$ cat src/rtl/pattern_streamer.sv
// pattern_streamer: serialises a captured pattern MSB first, repeating it
// repeat_count+1 times with gap_cycles idle cycles between repetitions.
//
// state  | meaning
// -------+-----------------------------------------------------------
// IDLE   | waiting for start; all outputs low
// SHIFT  | presenting one pattern bit per cycle (stream_valid=1)
// GAP    | idle cycles between repetitions (stream_valid=0)
// DONE   | single completion cycle (done=1), then back to IDLE
module pattern_streamer #(
    parameter int PATTERN_WIDTH = 8,
    parameter int REPEAT_WIDTH  = 4,
    parameter int GAP_WIDTH     = 4,
    localparam int LEN_WIDTH    = $clog2(PATTERN_WIDTH + 1)
) (
    input  logic                     clk,
    input  logic                     reset,
    input  logic                     start,
    input  logic                     abort,
    input  logic [PATTERN_WIDTH-1:0] pattern_in,
    input  logic [LEN_WIDTH-1:0]     pattern_len,
    input  logic [REPEAT_WIDTH-1:0]  repeat_count,
    input  logic [GAP_WIDTH-1:0]     gap_cycles,
    output logic                     stream_out,
    output logic                     stream_valid,
    output logic                     busy,
    output logic                     done
);

    typedef enum logic [1:0] {
        ST_IDLE,
        ST_SHIFT,
        ST_GAP,
        ST_DONE
    } state_t;

    localparam logic [LEN_WIDTH-1:0] MAX_LEN = LEN_WIDTH'(PATTERN_WIDTH);

    state_t                    state_q, state_d;
    logic [PATTERN_WIDTH-1:0]  pat_q, pat_d;
    logic [LEN_WIDTH-1:0]      len_q, len_d;
    logic [REPEAT_WIDTH-1:0]   rep_q, rep_d;
    logic [GAP_WIDTH-1:0]      gap_q, gap_d;
    logic [LEN_WIDTH-1:0]      bit_q, bit_d;
    logic [GAP_WIDTH-1:0]      gap_cnt_q, gap_cnt_d;
    logic                      out_d, valid_d, busy_d, done_d;

    logic [LEN_WIDTH-1:0]      len_in_c;
    logic [PATTERN_WIDTH-1:0]  in_first_sh;
    logic [PATTERN_WIDTH-1:0]  q_first_sh;
    logic [PATTERN_WIDTH-1:0]  q_next_sh;

    // Clamp the requested length and line up the bit that will be sent next;
    // shifting avoids indexing with a wider-than-needed index.
    assign len_in_c    = (pattern_len > MAX_LEN) ? MAX_LEN : pattern_len;
    assign in_first_sh = pattern_in >> (len_in_c - LEN_WIDTH'(1));
    assign q_first_sh  = pat_q >> (len_q - LEN_WIDTH'(1));
    assign q_next_sh   = pat_q >> (bit_q - LEN_WIDTH'(1));

    // Next-state and next-output logic; outputs default to the idle values.
    always_comb begin
        state_d   = state_q;
        pat_d     = pat_q;
        len_d     = len_q;
        rep_d     = rep_q;
        gap_d     = gap_q;
        bit_d     = bit_q;
        gap_cnt_d = gap_cnt_q;
        out_d     = 1'b0;
        valid_d   = 1'b0;
        busy_d    = 1'b0;
        done_d    = 1'b0;

        case (state_q)
            ST_IDLE: begin
                if (start) begin
                    pat_d  = pattern_in;
                    len_d  = len_in_c;
                    rep_d  = repeat_count;
                    gap_d  = gap_cycles;
                    busy_d = 1'b1;
                    if (len_in_c == '0) begin
                        state_d = ST_DONE;
                        done_d  = 1'b1;
                    end else begin
                        state_d = ST_SHIFT;
                        bit_d   = len_in_c - LEN_WIDTH'(1);
                        out_d   = in_first_sh[0];
                        valid_d = 1'b1;
                    end
                end
            end

            ST_SHIFT: begin
                if (abort) begin
                    state_d = ST_IDLE;
                end else if (bit_q != '0) begin
                    bit_d   = bit_q - LEN_WIDTH'(1);
                    out_d   = q_next_sh[0];
                    valid_d = 1'b1;
                    busy_d  = 1'b1;
                end else if (rep_q != '0) begin
                    rep_d  = rep_q - REPEAT_WIDTH'(1);
                    busy_d = 1'b1;
                    if (gap_q != '0) begin
                        state_d   = ST_GAP;
                        gap_cnt_d = gap_q;
                    end else begin
                        bit_d   = len_q - LEN_WIDTH'(1);
                        out_d   = q_first_sh[0];
                        valid_d = 1'b1;
                    end
                end else begin
                    state_d = ST_DONE;
                    busy_d  = 1'b1;
                    done_d  = 1'b1;
                end
            end

            ST_GAP: begin
                if (abort) begin
                    state_d = ST_IDLE;
                end else if (gap_cnt_q == GAP_WIDTH'(1)) begin
                    state_d = ST_SHIFT;
                    bit_d   = len_q - LEN_WIDTH'(1);
                    out_d   = q_first_sh[0];
                    valid_d = 1'b1;
                    busy_d  = 1'b1;
                end else begin
                    gap_cnt_d = gap_cnt_q - GAP_WIDTH'(1);
                    busy_d    = 1'b1;
                end
            end

            ST_DONE: begin
                state_d = ST_IDLE;
            end

            default: begin
                state_d = ST_IDLE;
            end
        endcase
    end

    // State, captured request and registered outputs; reset clears everything.
    always_ff @(posedge clk) begin
        if (reset) begin
            state_q      <= ST_IDLE;
            pat_q        <= '0;
            len_q        <= '0;
            rep_q        <= '0;
            gap_q        <= '0;
            bit_q        <= '0;
            gap_cnt_q    <= '0;
            stream_out   <= 1'b0;
            stream_valid <= 1'b0;
            busy         <= 1'b0;
            done         <= 1'b0;
        end else begin
            state_q      <= state_d;
            pat_q        <= pat_d;
            len_q        <= len_d;
            rep_q        <= rep_d;
            gap_q        <= gap_d;
            bit_q        <= bit_d;
            gap_cnt_q    <= gap_cnt_d;
            stream_out   <= out_d;
            stream_valid <= valid_d;
            busy         <= busy_d;
            done         <= done_d;
        end
    end

endmodule
$ cat config.mk
export PLATFORM = sky130hd
export DESIGN_NAME = pattern_streamer
export DESIGN_NICKNAME = d
export VERILOG_FILES = /design/src/rtl/pattern_streamer.sv
export SDC_FILE = /design/constraint.sdc
export NUM_CORES = 1
export LEC_CHECK = 0
export CORE_MARGIN = 3
export CORE_UTILIZATION = 40
export CTS_CLUSTER_SIZE = 12
export DETAILED_ROUTE_END_ITERATION = 10
export PLACE_DENSITY = 0.64
export SYNTH_ARGS = -nofsm -noshare
export SYNTH_HDL_FRONTEND = slang
export SYNTH_SLANG_ARGS = --single-unit
$ cat constraint.sdc
create_clock -name clk -period 3.25 [get_ports clk]
set_input_delay 0.325 -clock clk [delete_from_list [all_inputs] [get_ports clk]]
set_output_delay 0.325 -clock clk [all_outputs]
set_load 0.01 [all_outputs]
# [After elaboration in Yosys (flattened, before gate mapping)]
# Index checks and enable logic that the tools add are counted.
[totals] register_bits=34 inputBits=24 word_cells=110
[classes] add_sub_neg=5 magnitude_cmp=1 n_eq_ne=18 n_shift=3 n_mux=58 reduce_logical=14
[ops] cell="4-bit 2-to-1 mux" count=19
[ops] cell="8-bit by 4-bit right shift with 1-bit output" count=3
[ops] cell="1-bit 2-to-1 mux" count=23
[ops] cell="4-bit by 1-bit subtractor with 4-bit output, second input constant" count=5
[ops] cell="2-bit != test, second input constant" count=9
[ops] cell="2-bit 2-to-1 mux" count=8
[ops] cell="4-bit one-hot mux with 2 select lines" count=2
[ops] cell="3-bit != test, second input constant" count=4
[ops] cell="4-bit one-hot mux with 3 select lines" count=1
[ops] cell="4-bit nonzero test" count=3
[ops] cell="2-bit one-hot mux with 4 select lines" count=1
[ops] cell="8-bit AND reduction" count=1
[ops] cell="7-bit AND reduction" count=1
[ops] cell="1-bit one-hot mux with 3 select lines" count=2
[ops] cell="5-bit AND reduction" count=1
[ops] cell="2-bit == test, second input constant" count=2
[ops] cell="4-bit by 1-bit == test with 1-bit output, second input constant" count=1
[ops] cell="4-bit > comparator, second input constant" count=1
[ops] cell="4-bit zero test" count=1
[ops] cell="4-bit != test, second input constant" count=1
[ops] cell="1-bit one-hot mux with 2 select lines" count=2
[ops] cell="4-bit AND reduction" count=1
[ops] cell="2-bit nonzero test" count=2
[ops] cell="3-bit nonzero test" count=1
[ops] cell="other kinds (4)" count=4

# [Longest topological paths before layout]
[depth] depth_word=7 mapped_depth=8

# [Least setup slack after synthesis]
# No wires, ideal clock.
[synth_path] path_type="reg-to-reg" startpoint="register bit_q[0]" endpoint="register rep_q[0]" setup_ns=0.070 arrival_time_ns=2.286 path_slack_ns=0.894 path_stages_with_launch=9 path_buffers=1 path_cell_list="dfxtp_1 > clkbuf_1 > inv_1 > ha_1 > or3b_4 > or3_1 > a211o_1 > or3_1 > a21oi_1"
[synth_between] elab_chain_cells=3
[synth_lines] item="from (decl)" line_no="44" text="logic [LEN_WIDTH-1:0] bit_q, bit_d;"
[synth_lines] item="from (signal assigned)" line_no="165" text="bit_q <= bit_d;"
[synth_lines] item="4-bit nonzero test" line_no="97" text="end else if (bit_q != '0) begin"
[synth_lines] item="2-bit != test (no line)"
[synth_lines] item="5-bit AND reduction (no line)"
[synth_lines] item="to (signal assigned)" line_no="163" text="rep_q <= rep_d;"
[synth_lines] item="to (decl)" line_no="42" text="logic [REPEAT_WIDTH-1:0] rep_q, rep_d;"
# No other way between the ends.
# A chain may end at the register's enable or synchronous reset.

# [Final worst setup path]
[layout_path] startpoint="input pattern_len[3]" endpoint="register bit_q[3]"
[layout_between] elab_chain_cells=6 word_cells_on_any_way=9
[layout_lines] item="from (decl)" line_no="21" text="input logic [LEN_WIDTH-1:0] pattern_len,"
[layout_lines] item="4-bit > comparator" line_no="55" text="assign len_in_c = (pattern_len > MAX_LEN) ? MAX_LEN : pattern_len;"
[layout_lines] item="4-bit 2-to-1 mux (*)" line_no="55"
[layout_lines] item="4-bit by 1-bit subtractor with 4-bit output" line_no="87" text="bit_d = len_in_c - LEN_WIDTH'(1);"
[layout_lines] item="4-bit 2-to-1 mux" line_no="82" text="if (len_in_c == '0) begin"
[layout_lines] item="4-bit 2-to-1 mux" line_no="76" text="if (start) begin"
[layout_lines] item="4-bit one-hot mux with 3 select lines" line_no="74" text="case (state_q)"
# Every way passes the cells marked *; elsewhere a longest branch is shown, timed or not. The select of a mux whose other input is x is not followed.

==> results.toml <==
[sta]
tightestPinTransition_ps = 771
fmax_mhz = 390
rsz0062_at_grt = "false"
finalSetupViolCount = 0
clock_skew_ps = 7.53
min_period_ps = 2560
whs_ps = 464
hold_violations = 0
layout_setup_ws_ps = 687
relSlewSlack_pct = 48.6
timing.setup.tns_ps = 0
finalCritPeriodShare_pct = 78.8
slew_violations = 0

[critical_path]
arrival_ps = 2750
crit_path_max_fanout = 7
worstSetupStartpointType = "input pin"
required_ps = 3430
crit_path_end_kind = "flip-flop"
path_class = "input pin to flip-flop"
ff2ff_setup_slack_ps = 760

[route]
avgRoutedWirePerCell_um = 14.5
route.detailed.drc = 0
drt-total-wl_um = 5230
routed_via_density = 5.55
dr.pass1.iters = 4
drt_iter0_markers = 98
vias = 2008
final_antenna_net_count = 0

[logic_synthesis]
synth_top_family_by_area = "compound AO/OA/AOI/OAI gates"
synthMuxAreaShare_pct = 9.64
ys_warn_count = 0
synth.ff_latch_count = 34
ys_seq_area_share_pct = 30.5
netlist_area_mm2 = 0.00223
synthXorXnorAreaFrac_pct = 1.96
synth_cell_type_count = 55
synthAdderAreaFrac_pct = 6.16
avgSynthCellArea_um2 = 8.15
synth-simple-area-share_pct = 21.1
synthArstFlopShare_pct = 0
synth_compound_area_share_pct = 23.6
synth-edff-count = 0
mappedNetlistNets = 309
synth_cells = 274
ys.flop_type = "dfxtp_1"

[layout]
finalCoreUtilization_pct = 49.5
diodes = 0
fin_area_mm2 = 0.00259
drive_gt1_share_pct = 7.88
area_delta_synth_final_pct = 16.2
nNetsFinal = 326

[power]
power.net_switching_w = 0.000932
swShare_pct = 43.1
seqPwrFrac_pct = 29.7
pwr-share-clk_pct = 15.1
peakVddDrop_uv = 367
p_comb_share_pct = 55.1
p_leak_nw = 0.938
internal_power_w = 0.00123
power_density_mw_per_mm2 = 834

[clock_network]
cts_tree = "built"
cts_buffers = 5
post-cts-setup-buffers = 0
hold_buffers = 0
cts_htree_levels = 2
path_clk_slew_ps = 70
ctsRootBufferMaster = "clkbuf_8"
numClockSinks = 34
cts-resized-gates = 0
clock_latency_ps = 290
clk_path_buf_depth = 2

[job]
maxCapViolations = 0

[floorplanning]
num_rows = 26
coreArea_mm2 = 0.00524
ios = 28
die_y_um = 80.7
die-width_um = 80.7
start_util_pct = 42.6
die_area_mm2 = 0.00652

[placed_design]
placed_cell_area_mm2 = 0.00250
preCtsSetupSlack_ps = 449
port_buffers = 27
place_congestion = 0.806
dp_hpwl_um = 3890

[outcome]
status = "complete, no violations"

[min_path]
min_path_type = "flip-flop to flip-flop"

[global_route]
grt_pass1_vias = 1838
antenna_found_initial = 0
grt_start_max_net_pins = 22
grt_pass1_wl_um = 8870
grt.overflow.total = 0
track_usage_pct = 17.4
==> worst paths after layout <==
check,from,endpoint,cells past startpoint
worst min register to register,gap_cnt_q[1],gap_cnt_q[1],2
worst max register to register,bit_q[0],rep_q[0],7
worst max-delay path,pattern_len[3],bit_q[3],8
worst min-delay path,gap_cnt_q[1],gap_cnt_q[1],2
==> cells by family (layout without fill, tap and decap cells) <==
group	Yosys count	count (layout)
buf+inv	34	52
compound gates	80	80
xor+xnor	5	5
simple gates	94	94
fa+ha+maj	11	11
flops	34	34
mux	16	16
==> synthesized netlist by cell type (all sizes together), types with 3 or more instances <==
| cell | instances | share of area, % |
|---|---|---|
| xnor2 | 3 | 1.2 |
| or3 | 4 | 1.1 |
| a21oi | 34 | 7.6 |
| ha | 11 | 6.2 |
| clkbuf | 12 | 2.0 |
| nor3b | 4 | 1.3 |
| mux2 | 4 | 2.0 |
| inv | 15 | 2.5 |
| mux2i | 8 | 3.6 |
| nor2b | 7 | 2.0 |
| mux4 | 4 | 4.0 |
| nor2 | 19 | 3.2 |
| nand2 | 33 | 5.5 |
| nand2b | 7 | 2.0 |
| o21ai | 10 | 2.2 |
| buf | 7 | 2.6 |
| a211oi | 4 | 1.3 |
| dfxtp | 34 | 30 |
| o2111ai | 3 | 1.2 |
| nor3 | 7 | 1.6 |
==> layout make-up <==
class,instances,area [um2]
fill,533,2640
multi-input combinational,206,1390
sequential,34,681
timing repair buffer,29,285
tap,70,87.6
clock buffer,7,86.3
inverter,15,56.3
clock inverter,1,5.00
==> routing by layer <==
metal	GRT usage [%]	wire length, um	vias up	share of wire (%)
met4	7.94	128	0	2.4
met1	24.9	2680	925	51
met2	24.5	2180	47	42
met5	0	0	-	0
li1	-	-	1021	-
met3	4.04	247	15	4.7
==> state kept, by name, indices dropped and copies added, names as in the netlist <==
name          count
stream_out        1
rep_q             4
gap_q             4
pat_q             8
bit_q             4
gap_cnt_q         4
busy              1
stream_valid      1
done              1
state_q           2
len_q             4
==> metrics by stage <==
stage                     total power, W  std cells
after detailed placement         0.00183        354
final                            0.00216        362
after CTS                        0.00217        362
after floorplan                  0.00157        274
after global routing             0.00235        362
after global placement           0.00184        354
==> worst max-delay path, stage by stage <==
cell	delay (ps)
clkdlybuf4s50_1	500
nand2b_1	310
ha_1	270
or3b_2	210
nand2_1	70
a221oi_1	670
a21oi_1	130
a311oi_1	270
==> power groups by stage <==
stage                     Sequential, W  Clock [W]  Combinational, W
after floorplan                0.000605          0          0.000970
after CTS                      0.000643   0.000336           0.00119
after global placement         0.000651          0           0.00118
after detailed placement       0.000653          0           0.00118
final                          0.000644   0.000327           0.00119
after global routing           0.000665   0.000354           0.00133
==> placed cells by master (no fill, tap or decap), types with 3 or more instances in the layout <==
cell type        count
a211oi_1             4
a21oi_1             34
clkbuf_8             6
clkdlybuf4s50_1     27
dfxtp_1             34
ha_1                11
inv_1               15
mux2_2               4
mux2i_1              8
mux4_2               4
nand2_1             33
nand2b_1             7
nor2_1              19
nor2b_1              7
nor3_1               7
nor3b_1              4
o2111ai_1            3
o21ai_0             10
or3_1                4
xnor2_1              3
Note: power is estimated with default switching activity, not from simulation.
